File: config.mk
export PLATFORM = sky130hd
export DESIGN_NAME = m_imem_fetch
export DESIGN_NICKNAME = d
export VERILOG_FILES = /design/src/rtl/m_imem_fetch.sv
export SDC_FILE = /design/constraint.sdc
export NUM_CORES = 1
export LEC_CHECK = 0
export BUFFER_PORTS_ARGS = -buffer_cell sky130_fd_sc_hd__buf_2
export CORE_ASPECT_RATIO = 1.75
export CORE_MARGIN = 8
export CORE_UTILIZATION = 35
export DETAILED_ROUTE_END_ITERATION = 8
export SYNTH_ARGS = -nofsm -noshare
export SYNTH_HDL_FRONTEND = slang
export SYNTH_SLANG_ARGS = --single-unit
export TNS_END_PERCENT = 100
File: constraint.sdc
create_clock -name w_clock -period 4.7 [get_ports w_clock]
set_clock_uncertainty 0.1 [all_clocks]
set_input_delay 0 -clock w_clock [delete_from_list [all_inputs] [get_ports w_clock]]
set_output_delay 0 -clock w_clock [all_outputs]
set_load 0.01 [all_outputs]
File: src/rtl/m_imem_fetch.sv
// Instruction-fetch initiator for the multi-cycle instruction DRAM: one request in flight,
// 2-entry output queue toward decode, branch redirect with stale-response drop, sticky timeout.
//  state | meaning
//  IDLE  | queue full or post-reset holdoff running
//  REQ   | read strobe issued at fetch pc
//  WAIT  | waiting for the DRAM response strobe
//  ERR   | response never arrived; only reset exits
module m_imem_fetch #(
   parameter logic [31:0] RESET_PC = 32'd0,
   parameter int          TIMEOUT  = 16
) (
   input  logic        w_clock,
   input  logic        w_reset,
   input  logic        w_redirect,
   input  logic [31:0] w_target,
   input  logic        w_ready,
   input  logic [31:0] w_mem_insn,
   input  logic        w_mem_oe,
   output logic [31:0] r_mem_pc,
   output logic        r_mem_re,
   output logic        r_valid,
   output logic [31:0] r_insn,
   output logic [31:0] r_pc,
   output logic        r_timeout
);
   typedef enum logic [1:0] {S_IDLE, S_REQ, S_WAIT, S_ERR} state_t;

   localparam int          CW  = $clog2(TIMEOUT + 1);
   localparam logic [31:0] PC0 = {RESET_PC[31:2], 2'b00};

   state_t      state, state_n;
   logic [31:0] pc, mem_pc;
   logic        drop;
   logic [CW-1:0] cnt;
   logic [2:0]  holdoff;
   logic [1:0]  count, count_n;
   logic [31:0] q_insn [2];
   logic [31:0] q_pc   [2];
   logic        push, pop, flush;

   assign flush = w_redirect && (state != S_ERR);
   assign push  = (state == S_WAIT) && w_mem_oe && !drop && !w_redirect;
   assign pop   = r_valid && w_ready && !w_redirect;

   always_comb begin
      count_n = count;
      if (flush)
         count_n = 2'd0;
      else
         count_n = 2'(count + {1'b0, push} - {1'b0, pop});
   end

   always_comb begin
      state_n = state;
      unique case (state)
         S_IDLE: if (flush || (count < 2'd2 && holdoff == 3'd0)) state_n = S_REQ;
         S_REQ:  state_n = S_WAIT;
         S_WAIT: begin
            if (w_mem_oe)
               state_n = (count_n < 2'd2) ? S_REQ : S_IDLE;
            else if (cnt == CW'(TIMEOUT - 1))
               state_n = S_ERR;
         end
         S_ERR:  state_n = S_ERR;
      endcase
   end

   always_ff @(posedge w_clock) begin
      if (w_reset) begin
         state     <= S_IDLE;
         pc        <= PC0;
         mem_pc    <= '0;
         drop      <= 1'b0;
         cnt       <= '0;
         holdoff   <= 3'd4;
         count     <= 2'd0;
         q_insn[0] <= '0;
         q_insn[1] <= '0;
         q_pc[0]   <= '0;
         q_pc[1]   <= '0;
      end else begin
         state <= state_n;
         count <= count_n;
         if (holdoff != 3'd0) holdoff <= holdoff - 3'd1;
         if (state == S_REQ) begin
            mem_pc <= pc;
            cnt    <= '0;
         end else if (state == S_WAIT) begin
            cnt <= CW'(cnt + 1'b1);
         end
         if (state == S_WAIT && w_mem_oe && drop) drop <= 1'b0;
         // a redirect landing on the oe cycle discards that word itself, so no drop needed
         if (flush) begin
            pc <= {w_target[31:2], 2'b00};
            if (state == S_REQ || (state == S_WAIT && !w_mem_oe)) drop <= 1'b1;
         end else if (push) begin
            pc <= pc + 32'd4;
         end
         if (push && pop) begin
            if (count == 2'd2) begin
               q_insn[0] <= q_insn[1];
               q_pc[0]   <= q_pc[1];
               q_insn[1] <= w_mem_insn;
               q_pc[1]   <= pc;
            end else begin
               q_insn[0] <= w_mem_insn;
               q_pc[0]   <= pc;
            end
         end else if (pop) begin
            q_insn[0] <= q_insn[1];
            q_pc[0]   <= q_pc[1];
         end else if (push) begin
            if (count == 2'd0) begin
               q_insn[0] <= w_mem_insn;
               q_pc[0]   <= pc;
            end else begin
               q_insn[1] <= w_mem_insn;
               q_pc[1]   <= pc;
            end
         end
      end
   end

   assign r_mem_re  = (state == S_REQ);
   assign r_mem_pc  = (state == S_REQ) ? pc : mem_pc;
   assign r_valid   = (count != 2'd0) && (state != S_ERR);
   assign r_insn    = q_insn[0];
   assign r_pc      = q_pc[0];
   assign r_timeout = (state == S_ERR);
endmodule

==> flow_metrics.tcl <==
set metrics [dict create \
    setup-tns-final_ns 0 \
    post_synth_main_area_contributors "sky130_fd_sc_hd__edfxtp_1 (40%), sky130_fd_sc_hd__dfxtp_1 (16%), sky130_fd_sc_hd__and2_1 (6.6%)" \
    ys_ff_latch 199 \
    groute.usage.overall_pct 14.7 \
    portBuffers 163 \
    post-layout-total-power_w 0.00410 \
    clkLatencyLatePin_ns 0.44 \
    path_max_fanout 26 \
    run_status "finished clean" \
    dieArea_mm2 0.0320 \
    layout_net_count 1020 \
    synth-main-ff-cell "sky130_fd_sc_hd__edfxtp_1" \
    worstSetupEndpointType "flip-flop" \
    peakVddDrop_uv 242 \
    fin_crit_sh_pct 75.1 \
    num_rows 78 \
    drt_first_pass_iters 4 \
    antenna_violations_before_repair 0 \
    fillers 2452 \
    tightest_slew_ns 1.06 \
    worstPathRequired_ns 4.70 \
    io_pins 168 \
    crit-reg2reg-launch "state[1]" \
    mean_cell_area_of_the_mapped_netlist_um2 11.5 \
    power_per_cell_area_mw_per_mm2 369 \
    hp-class "primary input to flip-flop" \
    root_buffer_master "sky130_fd_sc_hd__clkbuf_16" \
    min_delay_worst_endpoint "count[0]" \
    setup.worst_path.class "flip-flop to flip-flop" \
    dieWidth_um 139 \
    path_clk_slew_ns 0.07 \
    number_of_flops_mapped_to_enable_cells_by_yosys 124 \
    placeableCoreArea_mm2 0.0260 \
    post-route-drc-count 0 \
    timing.slew.headroom_pct 29.4 \
    final_antenna_net_count 0 \
    synth_area_mm2 0.00924 \
    max_cap_viol_count 0 \
    dpl.cell_count 1178 \
    r2r_cells 8 \
    whs_path_depth 5 \
    fp.dieH_um 231 \
    yosys.cell_count.top_type "sky130_fd_sc_hd__edfxtp_1" \
    fmax_mhz 283 \
    sw_frac_of_total_pct 24.3 \
    synth-seq-area-share_pct 56.6 \
    cts_buffer_count 17 \
    routed_wire_length_per_instance_um 18.4 \
    crit-reg2reg-capture "q_pc[0][62]" \
    layout.cells.non_filler 1276 \
    drt-initial-drc-count 335 \
    vias 6448 \
    async_reset_ff_share_pct 0 \
    grt_first_pass_wirelength_um 36700 \
    syn_to_final_growth_pct 20.5 \
    period_needed_ns 3.53 \
    cts_tree "done" \
    routabilityCongestion 0.808 \
    post_drt_via_cell_ratio 5.05 \
    global_route.overflow_total 0 \
    critPathArrivalTime_ns 3.53 \
    grt_pass1_vias 6484 \
    rsz0062_at_grt "false" \
    gate_count_post_synth 802 \
    total_leakage_power_nw 4.49 \
    clk_path_buf_depth 2 \
    htreeDepth 4 \
    tritoncts_num_sinks 199 \
    crit_path_start "state[1]" \
    start_util_pct 35.6 \
    power.share.sequential_pct 49.8 \
    post_synth_num_cell_types 67 \
    net_switching_power_of_the_design_w 0.000999 \
    layout-drive-gt1-share_pct 25.6 \
    p_int_w 0.00311 \
    ff2ff_setup_slack_ns 1.17 \
    synthTopCellsByCount "sky130_fd_sc_hd__edfxtp_1 (124), sky130_fd_sc_hd__and2_1 (98), sky130_fd_sc_hd__dfxtp_1 (75)" \
    finish.utilization_pct 42.9 \
    synth_top_cell_area_share_pct 40.3 \
    ys.warnings.count 0 \
    share_comb_of_total_power_pct 11.2 \
    hold_viol 0 \
    pin_count_of_the_biggest_net_entering_global_routing 63 \
    detailed_place_hpwl_um 15700 \
    setup_viol_count_final 0 \
    final-max-slew-violation-count 0 \
    worstSetupStartpointType "flip-flop" \
    netlist.top_cell.by_area "sky130_fd_sc_hd__edfxtp_1" \
    worstHoldStart "w_ready" \
    clock_power_share_pct 39.0 \
    insertedDiodeCount 0 \
    detail_route.wirelength_um 23400 \
]
## cell families after synthesis
| group | Yosys count | share of synthesized area [%] |
|---|---|---|
| xor+xnor | 11 | 1.04 |
| compound gates | 156 | 13.1 |
| simple gates | 260 | 15.7 |
| buf+inv | 138 | 8.98 |
| mux | 29 | 3.48 |
| fa+ha+maj | 8 | 1.08 |
| other cells | 1 | 0.0406 |
| flops | 199 | 56.6 |
## per-layer routing
layer | vias up | track usage, % | wire length [um]
met5 | - | 0 | 0
met4 | 0 | 6.24 | 521
met3 | 27 | 3.64 | 1030
met2 | 169 | 26.8 | 12500
met1 | 3120 | 15.8 | 9390
li1 | 3132 | - | -
## power by group through the flow
stage	sequential [W]	clock (W)	combinational (W)
6_report	0.00204	0.00160	0.000461
5_1_grt	0.00206	0.00170	0.000508
4_1_cts	0.00204	0.00165	0.000468
3_5_place_dp	0.00208	0	0.000421
3_3_place_gp	0.00208	0	0.000415
2_1_floorplan	0.00203	0	0.000326
## sequential cells by signal, summed over array words and instances, names as in the netlist, 2 cells and up
signal and flops:
q_pc 60, holdoff 3, pc 30, state 2, mem_pc 32, cnt 5
q_insn 64, count 2
## repair_timing
item / in CTS / in global routing
gates resized for setup: 0 / 0
hold buffers: 66 / 0
hold endpoints to repair: 103 / 0
setup buffers: 0 / 0
## critical path: stages, from the launching register on
cell and delay (ns):
sky130_fd_sc_hd__dfxtp_1 0.74, sky130_fd_sc_hd__and3b_1 0.39, sky130_fd_sc_hd__and2_4 0.31, sky130_fd_sc_hd__clkinv_4 0.14, sky130_fd_sc_hd__ha_1 0.28, sky130_fd_sc_hd__nand2b_1 0.18, sky130_fd_sc_hd__o22ai_1 0.14, sky130_fd_sc_hd__a21o_2 0.45
sky130_fd_sc_hd__buf_4 0.43
## final cells by class
type	count	area, um2	area share (%)
multi-input cells	466	3200	28.8
clock buffers	22	518	4.66
inverters	19	76.3	0.686
flip-flops and latches	199	5230	47.0
well taps	320	400	3.60
clock inverters	10	134	1.20
repair buffers	240	1570	14.1
## worst max path at each step
stage / end / cells past startpoint
finish: q_pc[0][62] / 8
global route: q_pc[0][57] / 8
CTS: q_pc[0][62] / 8
detailed placement: q_pc[0][55] / 8
global placement: q_pc[0][55] / 8
floorplan: q_insn[0][0] / 5
## per-stage QoR
step	area, um2	setup slack (ns)	hold slack (ns)
6_report	11100	1.17	0.186
5_1_grt	11100	0.895	0.189
4_1_cts	11100	1.15	0.172
3_5_place_dp	9810	1.19	0.171
3_3_place_gp	9810	1.24	0.165
2_1_floorplan	9240	0.286	0.0504
## cell usage in the layout (no fill, tap or decap), types with 10 or more instances in the layout
| cell | Yosys | layout |
|---|---|---|
| sky130_fd_sc_hd__a21oi_1 | 17 | 16 |
| sky130_fd_sc_hd__a22o_1 | 62 | 62 |
| sky130_fd_sc_hd__and2_1 | 98 | 98 |
| sky130_fd_sc_hd__buf_2 | 10 | 163 |
| sky130_fd_sc_hd__buf_4 | 64 | 10 |
| sky130_fd_sc_hd__clkbuf_16 | 0 | 20 |
| sky130_fd_sc_hd__dfxtp_1 | 75 | 75 |
| sky130_fd_sc_hd__dlygate4sd3_1 | 0 | 66 |
| sky130_fd_sc_hd__edfxtp_1 | 124 | 124 |
| sky130_fd_sc_hd__inv_1 | 18 | 18 |
| sky130_fd_sc_hd__mux2_2 | 25 | 25 |
| sky130_fd_sc_hd__nand2_1 | 40 | 40 |
| sky130_fd_sc_hd__nand3_1 | 16 | 16 |
| sky130_fd_sc_hd__nand4_1 | 14 | 14 |
| sky130_fd_sc_hd__nor2_1 | 40 | 40 |
| sky130_fd_sc_hd__o21ai_0 | 12 | 12 |
No activity file was read; power rests on OpenSTA's default activity.
